`src/rtl/tl45_dprf_scoreboard.sv`:
```
// tl45_dprf_scoreboard
// Dual-port register file for r1..r15 with a 2-bit pending-writer count per
// register. Register-read sets registers busy. Two writeback buses store
// results and retire pending writers. r0 is hardwired to zero.
//
// Optional feature (define the macro to enable it):
//   TL45_DPRF_BYPASS_EN - the read ports forward same-cycle writeback data,
//                         with wb2 taking priority over wb1 over storage.
//                         When the macro is undefined, reads return only the
//                         stored value.
module tl45_dprf_scoreboard (
  input  logic        i_clk,
  input  logic        i_reset,
  input  logic        i_pipe_stall,
  input  logic        i_pipe_flush,
  input  logic [3:0]  i_read_a1,
  input  logic [3:0]  i_read_a2,
  output logic [31:0] o_read_d1,
  output logic [31:0] o_read_d2,
  input  logic [3:0]  i_setbusy,
  output logic        o_busy_stall,
  input  logic [3:0]  i_wb1_reg,
  input  logic [3:0]  i_wb2_reg,
  input  logic [31:0] i_wb1_data,
  input  logic [31:0] i_wb2_data,
  output logic [14:0] o_busylist
);

  logic [31:0] regs     [1:15];
  logic [1:0]  cnt      [1:15];
  logic [1:0]  cnt_next [1:15];

  // Zero-based views, so that address 0 indexes a constant zero entry.
  logic [31:0] rf_view  [16];
  logic [1:0]  cnt_view [16];
  logic        setbusy_accept;

  // Build the zero-based views of storage and counts.
  always_comb begin
    rf_view[0]  = '0;
    cnt_view[0] = '0;
    for (int n = 1; n < 16; n++) begin
      rf_view[n]  = regs[n];
      cnt_view[n] = cnt[n];
    end
  end

  // Stall a busy-set whose target is saturated and is not retiring a writer this cycle.
  always_comb begin
    o_busy_stall = (i_setbusy != 4'd0) && (cnt_view[i_setbusy] == 2'd3) &&
                   (i_wb1_reg != i_setbusy) && (i_wb2_reg != i_setbusy);
    setbusy_accept = (i_setbusy != 4'd0) && !i_pipe_stall && !i_pipe_flush &&
                     !o_busy_stall;
  end

  // Compute the net saturating count update for each register.
  always_comb begin
    logic [2:0] up;
    logic [2:0] down;
    logic [2:0] diff;
    for (int n = 1; n < 16; n++) begin
      up   = {1'b0, cnt[n]} + {2'b00, (setbusy_accept && (i_setbusy == 4'(n)))};
      down = {2'b00, (i_wb1_reg == 4'(n))} + {2'b00, (i_wb2_reg == 4'(n))};
      diff = up - down;
      if (i_pipe_flush || (down >= up)) begin
        cnt_next[n] = 2'd0;
      end else if (diff > 3'd3) begin
        cnt_next[n] = 2'd3;
      end else begin
        cnt_next[n] = diff[1:0];
      end
    end
  end

  // Register the pending counts.
  // NOTE: Sequential state uses non-blocking assignments only, so every flop
  //       samples its value from before the clock edge.
  always_ff @(posedge i_clk or posedge i_reset) begin
    if (i_reset) begin
      for (int n = 1; n < 16; n++) cnt[n] <= 2'd0;
    end else begin
      for (int n = 1; n < 16; n++) cnt[n] <= cnt_next[n];
    end
  end

  // Write writeback results to storage. wb2 wins when both target one register.
  // NOTE: This storage is reset because reads must return 0 immediately after
  //       reset. For that reason it is built from flops, not an inferred RAM.
  always_ff @(posedge i_clk or posedge i_reset) begin
    if (i_reset) begin
      for (int n = 1; n < 16; n++) regs[n] <= '0;
    end else begin
      for (int n = 1; n < 16; n++) begin
        if (i_wb2_reg == 4'(n)) begin
          regs[n] <= i_wb2_data;
        end else if (i_wb1_reg == 4'(n)) begin
          regs[n] <= i_wb1_data;
        end
      end
    end
  end

  // Drive the combinational read ports, with optional same-cycle forwarding.
  always_comb begin
    o_read_d1 = rf_view[i_read_a1];
    o_read_d2 = rf_view[i_read_a2];
`ifdef TL45_DPRF_BYPASS_EN
    if (i_read_a1 != 4'd0) begin
      if (i_wb2_reg == i_read_a1) begin
        o_read_d1 = i_wb2_data;
      end else if (i_wb1_reg == i_read_a1) begin
        o_read_d1 = i_wb1_data;
      end
    end
    if (i_read_a2 != 4'd0) begin
      if (i_wb2_reg == i_read_a2) begin
        o_read_d2 = i_wb2_data;
      end else if (i_wb1_reg == i_read_a2) begin
        o_read_d2 = i_wb1_data;
      end
    end
`endif
  end

  // Publish the busy list from the registered counts.
  always_comb begin
    for (int n = 1; n < 16; n++) o_busylist[n-1] = (cnt[n] != 2'd0);
  end

endmodule

```
`config.mk`:
```
export PLATFORM = sky130hd
export DESIGN_NAME = tl45_dprf_scoreboard
export DESIGN_NICKNAME = d
export VERILOG_FILES = /design/src/rtl/tl45_dprf_scoreboard.sv
export SDC_FILE = /design/constraint.sdc
export NUM_CORES = 2
export LEC_CHECK = 0
export CAP_MARGIN = 10
export CORE_ASPECT_RATIO = 0.5
export CORE_UTILIZATION = 35
export CTS_BUF_LIST = sky130_fd_sc_hd__clkbuf_4
export CTS_CLUSTER_DIAMETER = 150
export DETAILED_ROUTE_END_ITERATION = 7
export MAX_ROUTING_LAYER = met4
export PLACE_DENSITY = 0.48
export SLEW_MARGIN = 20
export SYNTH_ARGS = -nofsm -noshare
export SYNTH_HDL_FRONTEND = slang
export SYNTH_SLANG_ARGS = --single-unit
```
`constraint.sdc`:
```
create_clock -name i_clk -period 39 [get_ports i_clk]
set_input_delay 3.9 -clock i_clk [delete_from_list [all_inputs] [get_ports i_clk]]
set_output_delay 3.9 -clock i_clk [all_outputs]
set_load 0.1 [all_outputs]
```
==> impl_metrics.ini <==
[min_path]
hold_path_class = reg -> reg
hold_depth = 2
hp-start = regs[407]
min_to = regs[407]

[sta]
setup_viol = 0
slew_headroom_pct = 22.4
fin_tns_setup_ns = 0
maxSlewViolCount = 0
rsz0062_at_grt = no
fin_skew_ns = 0.0311
hold-worst-slack_ns = 0.500
fin_ws_ns = 26.94
worstMarginPinSlew_ns = 1.16
post-route-period-util_pct = 30.9
fmax_mhz = 82.9
hold_viol_final = 0
fin_crit_ns = 12.06

[critical_path]
crit_fanout = 53
cp-end-kind = primary output
rrSetupSlack_ns = 35.24
crit_arrival_ns = 8.16
crit_required_ns = 35.10
reg2reg_from = cnt[1]
critPathKind = in -> out
rr_worst_depth = 11
r2r_end = cnt[20]
startpoint_type = primary input

[die]
pin_count = 168
fp.dieArea_um2 = 96900
fp.dieH_um = 221
coreArea_um2 = 93800
start_util_pct = 35.7
die_w_um = 439
rows = 79

[cts]
clk_latency_ns = 1.05
cts_htree_levels = 4
clk_pin_slew_ns = 0.06
cts_hold_buf = 0
cts_tree = done
cts-buffers-inserted = 141
cts.sinks = 510
clk_path_buf_depth = 3
cts_setup_buffers = 0
post_cts_resize_count = 0
root_buffer = clkbuf_4

[global_route]
grt_max_degree = 97
use_met2_pct = 38.0
grt_pass1_vias = 25571
antenna_found_initial = 3
grt_overflow = 0
grtUsageMet1_pct = 35.4
grt_use_total_pct = 25.4
grt_busiest_layer = met2
grt_pass1_wl_um = 175000
use_met3_pct = 3.71

[synth]
syn_area_per_cell_um2 = 10.8
ys_seq_elements = 510
synth.distinct_cells = 38
yosysWarnings = 0
yosysSeqAreaShare_pct = 38.1
synth_area_um2 = 33500
netlist_instances = 3089
ys_async_sr_fraction_pct = 100
syn_nets = 3282
synth_flop_cell = dfrtp_1
synth_edf_count = 0

[cells_and_area]
final_common_cell = dfrtp_1
drive_gt1_share_pct = 19.3
area_growth_syn_to_layout_pct = 12.7
n_fill_cell = 9075
fin_nets = 3305
fin_area_um2 = 37700
layout_common_cells = dfrtp_1, nand2_1, mux2i_1
postLayoutCoreUtil_pct = 40.2

[drt]
routedWlPerCell_um = 26.5
routed_wl_um = 118000
drtAntennaViolNets = 0
vias = 25262
vias_per_cell = 5.66
dr.pass1.iters = 5
drtIter0Drc = 2045
route.detailed.drc = 0

[job]
cap_violations = 0

[power_and_ir_drop]
powerDensity_nw_per_um2 = 47.5
leakagePower_nw = 16.4
ir_drop_mv = 0.0216

[place]
port_buffers = 167
hpwl_um = 63400
place_congestion = 0.808
placed_area_um2 = 35900
post-place-ws_ns = 26.82

[run_status]
status = complete, no violations
## registers in the layout (all words and copies together) (netlist names)
signal	cells
regs	480
cnt	30
## routing by layer
layer / vias to the layer above / wire length, um
met2: 762 / 53200
met3: 207 / 6420
met4: 0 / 2770
li1: 11244 / -
met5: - / 0
met1: 13049 / 55800
## metrics by stage
| step | cells | total power [mW] |
|---|---|---|
| final | 4465 | 1.79 |
| after global routing | 4464 | 1.89 |
| after CTS | 4460 | 1.81 |
| after detailed placement | 4224 | 1.28 |
| after global placement | 4224 | 1.27 |
| after floorplan | 3089 | 1.13 |
## how the worst max path moves through the flow
stage,start,end,depth (start not counted)
2_1_floorplan,i_reset,cnt[0],1
3_3_place_gp,i_read_a2[0],o_read_d2[10],6
3_5_place_dp,i_read_a2[0],o_read_d2[10],6
4_1_cts,i_read_a2[0],o_read_d2[10],6
5_1_grt,i_read_a2[0],o_read_d2[17],6
6_report,i_read_a2[0],o_read_d2[10],6
## where the power goes
group / switching (mW) / leakage, nW / internal [mW] / total (mW)
Clock: 0.255 / 1.05 / 0.262 / 0.517
Combinational: 0.333 / 8.97 / 0.226 / 0.559
Sequential: 0.0817 / 6.41 / 0.633 / 0.714
## Yosys cell counts (8+ instances only)
master | n | area share [%]
buf_1 | 39 | 0.44
o21ai_0 | 161 | 2.4
dfrtp_1 | 510 | 38
mux2_1 | 20 | 0.67
fa_1 | 30 | 1.8
clkbuf_1 | 223 | 2.5
mux2i_1 | 480 | 14
mux2_2 | 45 | 1.5
nor2b_1 | 8 | 0.15
or2_2 | 15 | 0.28
xor2_1 | 23 | 0.60
o21ai_1 | 320 | 4.8
inv_1 | 121 | 1.4
nand2_1 | 508 | 5.7
ha_1 | 75 | 2.8
mux4_2 | 263 | 18
nor2_1 | 22 | 0.25
a221o_1 | 15 | 0.45
a22o_1 | 64 | 1.7
buf_2 | 59 | 0.88
nor3_1 | 19 | 0.28
a21oi_1 | 30 | 0.45
## cell families (layout without fill, tap and decap cells)
family / count (synthesis) / after routing / share of synthesized area (%)
mux: 809 / 809 / 34.3
simple gates: 603 / 603 / 7.23
compound gates: 593 / 593 / 9.84
fa+ha+maj: 105 / 105 / 4.60
flops: 510 / 510 / 38.1
xor+xnor: 23 / 23 / 0.602
other cells: 0 / 5 / 0
buf+inv: 446 / 562 / 5.32
## final cells by class
| type | instances | area, um^2 | share of cell area (%) |
|---|---|---|---|
| Clock buffer | 201 | 1510 | 4.00 |
| Sequential cell | 510 | 12800 | 33.8 |
| Clock inverter | 35 | 249 | 0.660 |
| Antenna cell | 5 | 12.5 | 0.0332 |
| Multi-Input combinational cell | 2133 | 19200 | 50.9 |
| Tap cell | 1255 | 1570 | 4.16 |
| Timing Repair Buffer | 205 | 1950 | 5.18 |
| Inverter | 121 | 462 | 1.22 |
## critical path, cell delays in order
cell             delay [ns]
clkbuf_8               0.39
buf_4                  0.77
buf_4                  0.90
mux4_2                 0.61
mux4_2                 0.52
clkdlybuf4s50_1        0.99
Power figures use the tool's default switching activity.
